File: src/rtl/bambu_mem_responder.sv
// Dual-channel RAM slave for the Bambu minimal-memory master interface.
// Fixed read/write latencies; out-of-window requests are left to other slaves.
module bambu_mem_responder #(
    parameter int MEMSIZE     = 32,
    parameter int BASE_ADDR   = 0,
    parameter int READ_DELAY  = 2,
    parameter int WRITE_DELAY = 1
) (
    input  logic        clock,
    input  logic        reset,
    input  logic [1:0]  Mout_oe_ram,
    input  logic [1:0]  Mout_we_ram,
    input  logic [13:0] Mout_addr_ram,
    input  logic [15:0] Mout_Wdata_ram,
    input  logic [7:0]  Mout_data_ram_size,
    output logic [15:0] Sout_Rdata_ram,
    output logic [1:0]  Sout_DataRdy,
    output logic        proto_err
);

    localparam int AW = (MEMSIZE > 1) ? $clog2(MEMSIZE) : 1;
    localparam logic [7:0] LO = 8'(BASE_ADDR);
    localparam logic [7:0] HI = 8'(BASE_ADDR + MEMSIZE);
    localparam logic [3:0] RDL = 4'(READ_DELAY - 1);
    localparam logic [3:0] WRL = 4'(WRITE_DELAY - 1);

    logic [7:0] mem [0:(1<<AW)-1];

    logic [1:0][3:0]    cnt;
    logic [1:0][7:0]    rd_q;
    logic               err_q;

    logic [1:0]         act, rd_done, wr_done, done, both;
    logic [1:0][7:0]    addr8, wdata, mask;
    logic [1:0][3:0]    size;
    logic [1:0][AW-1:0] idx;

    always_comb begin
        act     = '0;
        rd_done = '0;
        wr_done = '0;
        both    = '0;
        addr8   = '0;
        wdata   = '0;
        mask    = '0;
        size    = '0;
        idx     = '0;
        for (int c = 0; c < 2; c++) begin
            addr8[c] = {1'b0, Mout_addr_ram[c*7 +: 7]};
            wdata[c] = Mout_Wdata_ram[c*8 +: 8];
            size[c]  = Mout_data_ram_size[c*4 +: 4];
            idx[c]   = AW'(addr8[c] - LO);
            mask[c]  = (size[c] >= 4'd8) ? 8'hFF
                     : 8'((9'd1 << size[c]) - 9'd1);
            both[c]  = Mout_oe_ram[c] & Mout_we_ram[c];
            // reset also gates activity so nothing completes or commits in reset
            act[c]   = reset & (Mout_oe_ram[c] ^ Mout_we_ram[c])
                     & (addr8[c] >= LO) & (addr8[c] < HI);
            rd_done[c] = act[c] & Mout_oe_ram[c] & (cnt[c] == RDL);
            wr_done[c] = act[c] & Mout_we_ram[c] & (cnt[c] == WRL);
        end
        done = rd_done | wr_done;
    end

    always_ff @(posedge clock) begin
        if (!reset) begin
            cnt   <= '0;
            rd_q  <= '0;
            err_q <= 1'b0;
        end else begin
            for (int c = 0; c < 2; c++) begin
                cnt[c]  <= (act[c] && !done[c]) ? cnt[c] + 4'd1 : 4'd0;
                rd_q[c] <= (act[c] && Mout_oe_ram[c]) ? mem[idx[c]] : 8'd0;
            end
            if (|both)
                err_q <= 1'b1;
        end
    end

    // ch1 is applied last so it wins a same-offset collision
    always_ff @(posedge clock) begin
        for (int c = 0; c < 2; c++) begin
            if (wr_done[c])
                mem[idx[c]] <= (wdata[c] & mask[c])
                             | (mem[idx[c]] & ~mask[c]);
        end
    end

    always_comb begin
        Sout_Rdata_ram = '0;
        for (int c = 0; c < 2; c++)
            Sout_Rdata_ram[c*8 +: 8] = rd_done[c] ? rd_q[c] : 8'd0;
    end

    assign Sout_DataRdy = done;
    assign proto_err    = err_q;

endmodule

File: config.mk
export PLATFORM = sky130hd
export DESIGN_NAME = bambu_mem_responder
export DESIGN_NICKNAME = d
export VERILOG_FILES = /design/src/rtl/bambu_mem_responder.sv
export SDC_FILE = /design/constraint.sdc
export NUM_CORES = 1
export LEC_CHECK = 0
export CAP_MARGIN = 20
export CORE_ASPECT_RATIO = 1.25
export CORE_UTILIZATION = 50
export DETAILED_ROUTE_END_ITERATION = 10
export PLACE_DENSITY = 0.67
export SLEW_MARGIN = 0
export SYNTH_ARGS = -nofsm -noshare
export SYNTH_HDL_FRONTEND = slang
export SYNTH_SLANG_ARGS = --single-unit
File: constraint.sdc
create_clock -name clock -period 5.1 [get_ports clock]
set_input_delay 1.02 -clock clock [delete_from_list [all_inputs] [get_ports clock]]
set_output_delay 1.02 -clock clock [all_outputs]
set_load 0.02 [all_outputs]
==> summary.txt <==
CTS
  – TritonCTS clock tree: done
  – CTS Buf Count: 31
  – Clk root buf: clkbuf_16
  – Hold buffer count at cts: 0
  – Clock latency on the worst-skew pair: 600 ps
  – Clock-pin slew on the worst setup and hold paths: 60 ps
  – CTS-repair resized insts: 0
  – Clk sinks: 281
  – CTS H-tree lvls: 1
  – Number of buffers added for setup after CTS: 0
  – CTS max path bufs: 3

Critical path
  – Worst Reg-to-Reg Cells: 6
  – Crit Reg-Reg Startpoint: mem[2][2]
  – Crit Reg-Reg Endpoint: mem[22][2]
  – Worst Setup End Kind: output pin
  – CP required: 4080 ps
  – CP Max Fanout: 10
  – FF-to-FF setup slack: 2310 ps
  – Critical Path AT: 3750 ps
  – CP Launch Type: input pin
  – Setup Crit Path Kind: in -> out

Yosys
  – Syn Std Cell Area: 17600 µm²
  – Syn_area_per_cell: around 13 µm²
  – Post-synthesis cell type count: 50
  – Ys Warns: 0
  – Async set-or-reset flop fraction in the synthesized netlist: 0%
  – Syn nets: 1424
  – Post-synth EDFFs: 256
  – Post-Synthesis Cells: 1370
  – Synthesis-stage register bit count: 281
  – Post-synthesis sequential area ratio: ~46%
  – Ys flop type: edfxtp_1

GRT
  – Initial antenna violation count: 1
  – First-pass GRT wire length: ~86000 µm
  – Largest net degree at the start of global routing: 90
  – Vias in the first global route: between 10000 and 15000
  – GR Overflow Total: 0
  – All-layer global routing usage: 34.1%

Layout
  – Area Growth Syn to Fin: 10.8%
  – Layout cells sized above 1: 13.4%
  – Final #Nets: 1477
  – Finished Cell Area: 19600 µm²
  – N_diodes: 0

Placement
  – Place WS: about 360 ps
  – Post-DP Area: 18600 µm²
  – Detail Placement HPWL: 44500 µm
  – IO Port Bufs: between 60 and 70
  – Gpl congestion: 1.05

Routing
  – First-pass DRT Iterations: 6
  – Wire length per cell: 31.7 µm
  – Post-route ant nets: 0
  – DR iter-0 viols: about 1400
  – # DRC: 0
  – Vias post-DR: approximately 12000
  – Final wirelength: 60600 µm
  – Avg Vias per Cell: 6.49

Floorplanning
  – Core Box Area: 34600 µm²
  – Initial Util: ~51%
  – Row cnt: 76
  – Die X: approximately 170 µm
  – Die area: 36100 µm²
  – Die Ht: 212 µm
  – IO Pins: 63

Timing
  – RSZ-0062 raised after global routing: false
  – Setup Viol. Count Final: 0
  – Layout Skew: around 23 ps
  – Worst Setup Slack, final: roughly 330 ps
  – Fmax: 210 MHz
  – Slew at the pin closest to its max-slew limit: 1250 ps
  – Fin Hold WS: roughly 480 ps
  – Rel. slew slack: 16.6%
  – Min Tclk post-route: 4770 ps
  – Post-route setup TNS: 0 ps
  – Tcrit/Tclk final: 93.5%
  – Fin. Hold Viols: 0
  – Slew Viols, Final: 0

Power
  – Worst vdd ir: about 0.00028 V
  – Leak: 0.00668 µW
  – Pwr Total: between 5000 and 6000 µW
  – Cell Pwr Density: 284 nW/µm²

Run status
  – Outcome: finished clean

Hold path
  – Hold path startpoint: cnt[4]
  – Hold path cells: 1
  – Worst Hold Class: reg -> reg
  – Worst Hold End: cnt[4]

Run
  – Max-cap violations: 0
kinds of logic (layout without fill, tap and decap cells):
family | after synthesis | in the layout | synth area share, %
muxes | 512 | 512 | 29.0
DFF | 281 | 281 | 46.4
and+or+nand+nor | 225 | 225 | 8.83
AOI/OAI and AO/OA | 189 | 189 | 8.40
buffers and inverters | 145 | 218 | 6.22
adders and majority gates | 10 | 10 | 0.709
xor gates and xnor gates | 8 | 8 | 0.397
layer usage:
layer  wire length, µm  global-route usage [%]  up-vias
met2             29000                    56.6      556
met1             23400                    41.3     6204
li1                  -                       -     5476
met5                13                       0        -
met3              4070                    5.99      165
met4              4120                    20.6        2
power breakdown:
group	internal, µW	switching (µW)
Sequential	2550	3.18
Clock	1250	940
Combinational	299	509
registers in the layout (all words and copies together), names as in the netlist:
register and flops:
proto_err 1, mem 256, rd_q 16, cnt 8
cell type report:
| cell class | count | area (µm²) |
|---|---|---|
| inverters | 12 | 45.0 |
| well taps | 468 | 586 |
| flip-flops and latches | 281 | 8190 |
| multi-input cells | 944 | 8360 |
| fillers | 2988 | 15100 |
| clock buffers | 34 | 787 |
| repair buffers | 153 | 1420 |
| clock inverters | 19 | 168 |
stage by stage:
stage | utilization, % | cells
6_report | 56.5 | 1911
3_3_place_gp | 53.7 | 1858
5_1_grt | 56.5 | 1911
2_1_floorplan | - | 1370
4_1_cts | 56.5 | 1911
3_5_place_dp | 53.7 | 1858
layout by cell type (no fill, tap or decap), types with 6 or more instances in the layout:
master           instances
nor3_1                   6
buf_4                   82
ha_1                    10
clkbuf_16               31
and2_1                  16
nand4bb_1               10
or4_1                    9
nand2b_1                11
o22ai_1                156
o21bai_1                 8
buf_12                   9
dfxtp_1                 25
nor2_1                  69
nand2_1                 18
or4_4                   25
edfxtp_1               256
o41ai_4                  6
inv_1                   12
or4b_1                   8
o31ai_4                 10
mux2i_1                512
clkdlybuf4s50_1         60
clkinv_1                10
Yosys cell counts (5+ instances only):
master,number,area share [%]
buf_6,58,3.7
clkbuf_1,8,0.17
dfxtp_1,25,2.8
inv_1,12,0.26
buf_4,16,0.68
nand3_1,5,0.14
buf_2,41,1.2
nand2_1,18,0.38
or4b_1,8,0.45
or4_1,9,0.38
nor2_1,69,1.5
clkbuf_2,5,0.14
and2_1,16,0.57
o31ai_4,10,1.2
edfxtp_1,256,44
ha_1,10,0.71
o41ai_4,6,0.94
nand2b_1,11,0.39
o22ai_1,156,5.5
nand4bb_1,10,0.64
or4_4,25,1.6
or3_1,5,0.18
nand3b_1,5,0.21
mux2i_1,512,29
nor3_1,6,0.17
buf_1,5,0.11
o21bai_1,8,0.34
how the worst max path moves through the flow:
stage	slack, ps	start	cells after the start	endpoint
detailed placement	360	Mout_we_ram[0]	7	Sout_Rdata_ram[1]
CTS	350	Mout_we_ram[0]	7	Sout_Rdata_ram[1]
floorplan	1620	Mout_oe_ram[0]	5	Sout_Rdata_ram[0]
global route	40	Mout_we_ram[0]	7	Sout_Rdata_ram[1]
finish	330	Mout_we_ram[0]	7	Sout_Rdata_ram[1]
global placement	450	Mout_we_ram[0]	7	Sout_Rdata_ram[0]
worst max-delay path, stage by stage:
cell	delay [ps]
clkdlybuf4s50_1	450
ha_1	280
nor4bb_1	440
nand2_1	320
nor2_1	410
and2_1	210
clkdlybuf4s50_1	620
(Power assumes the default switching activity.)
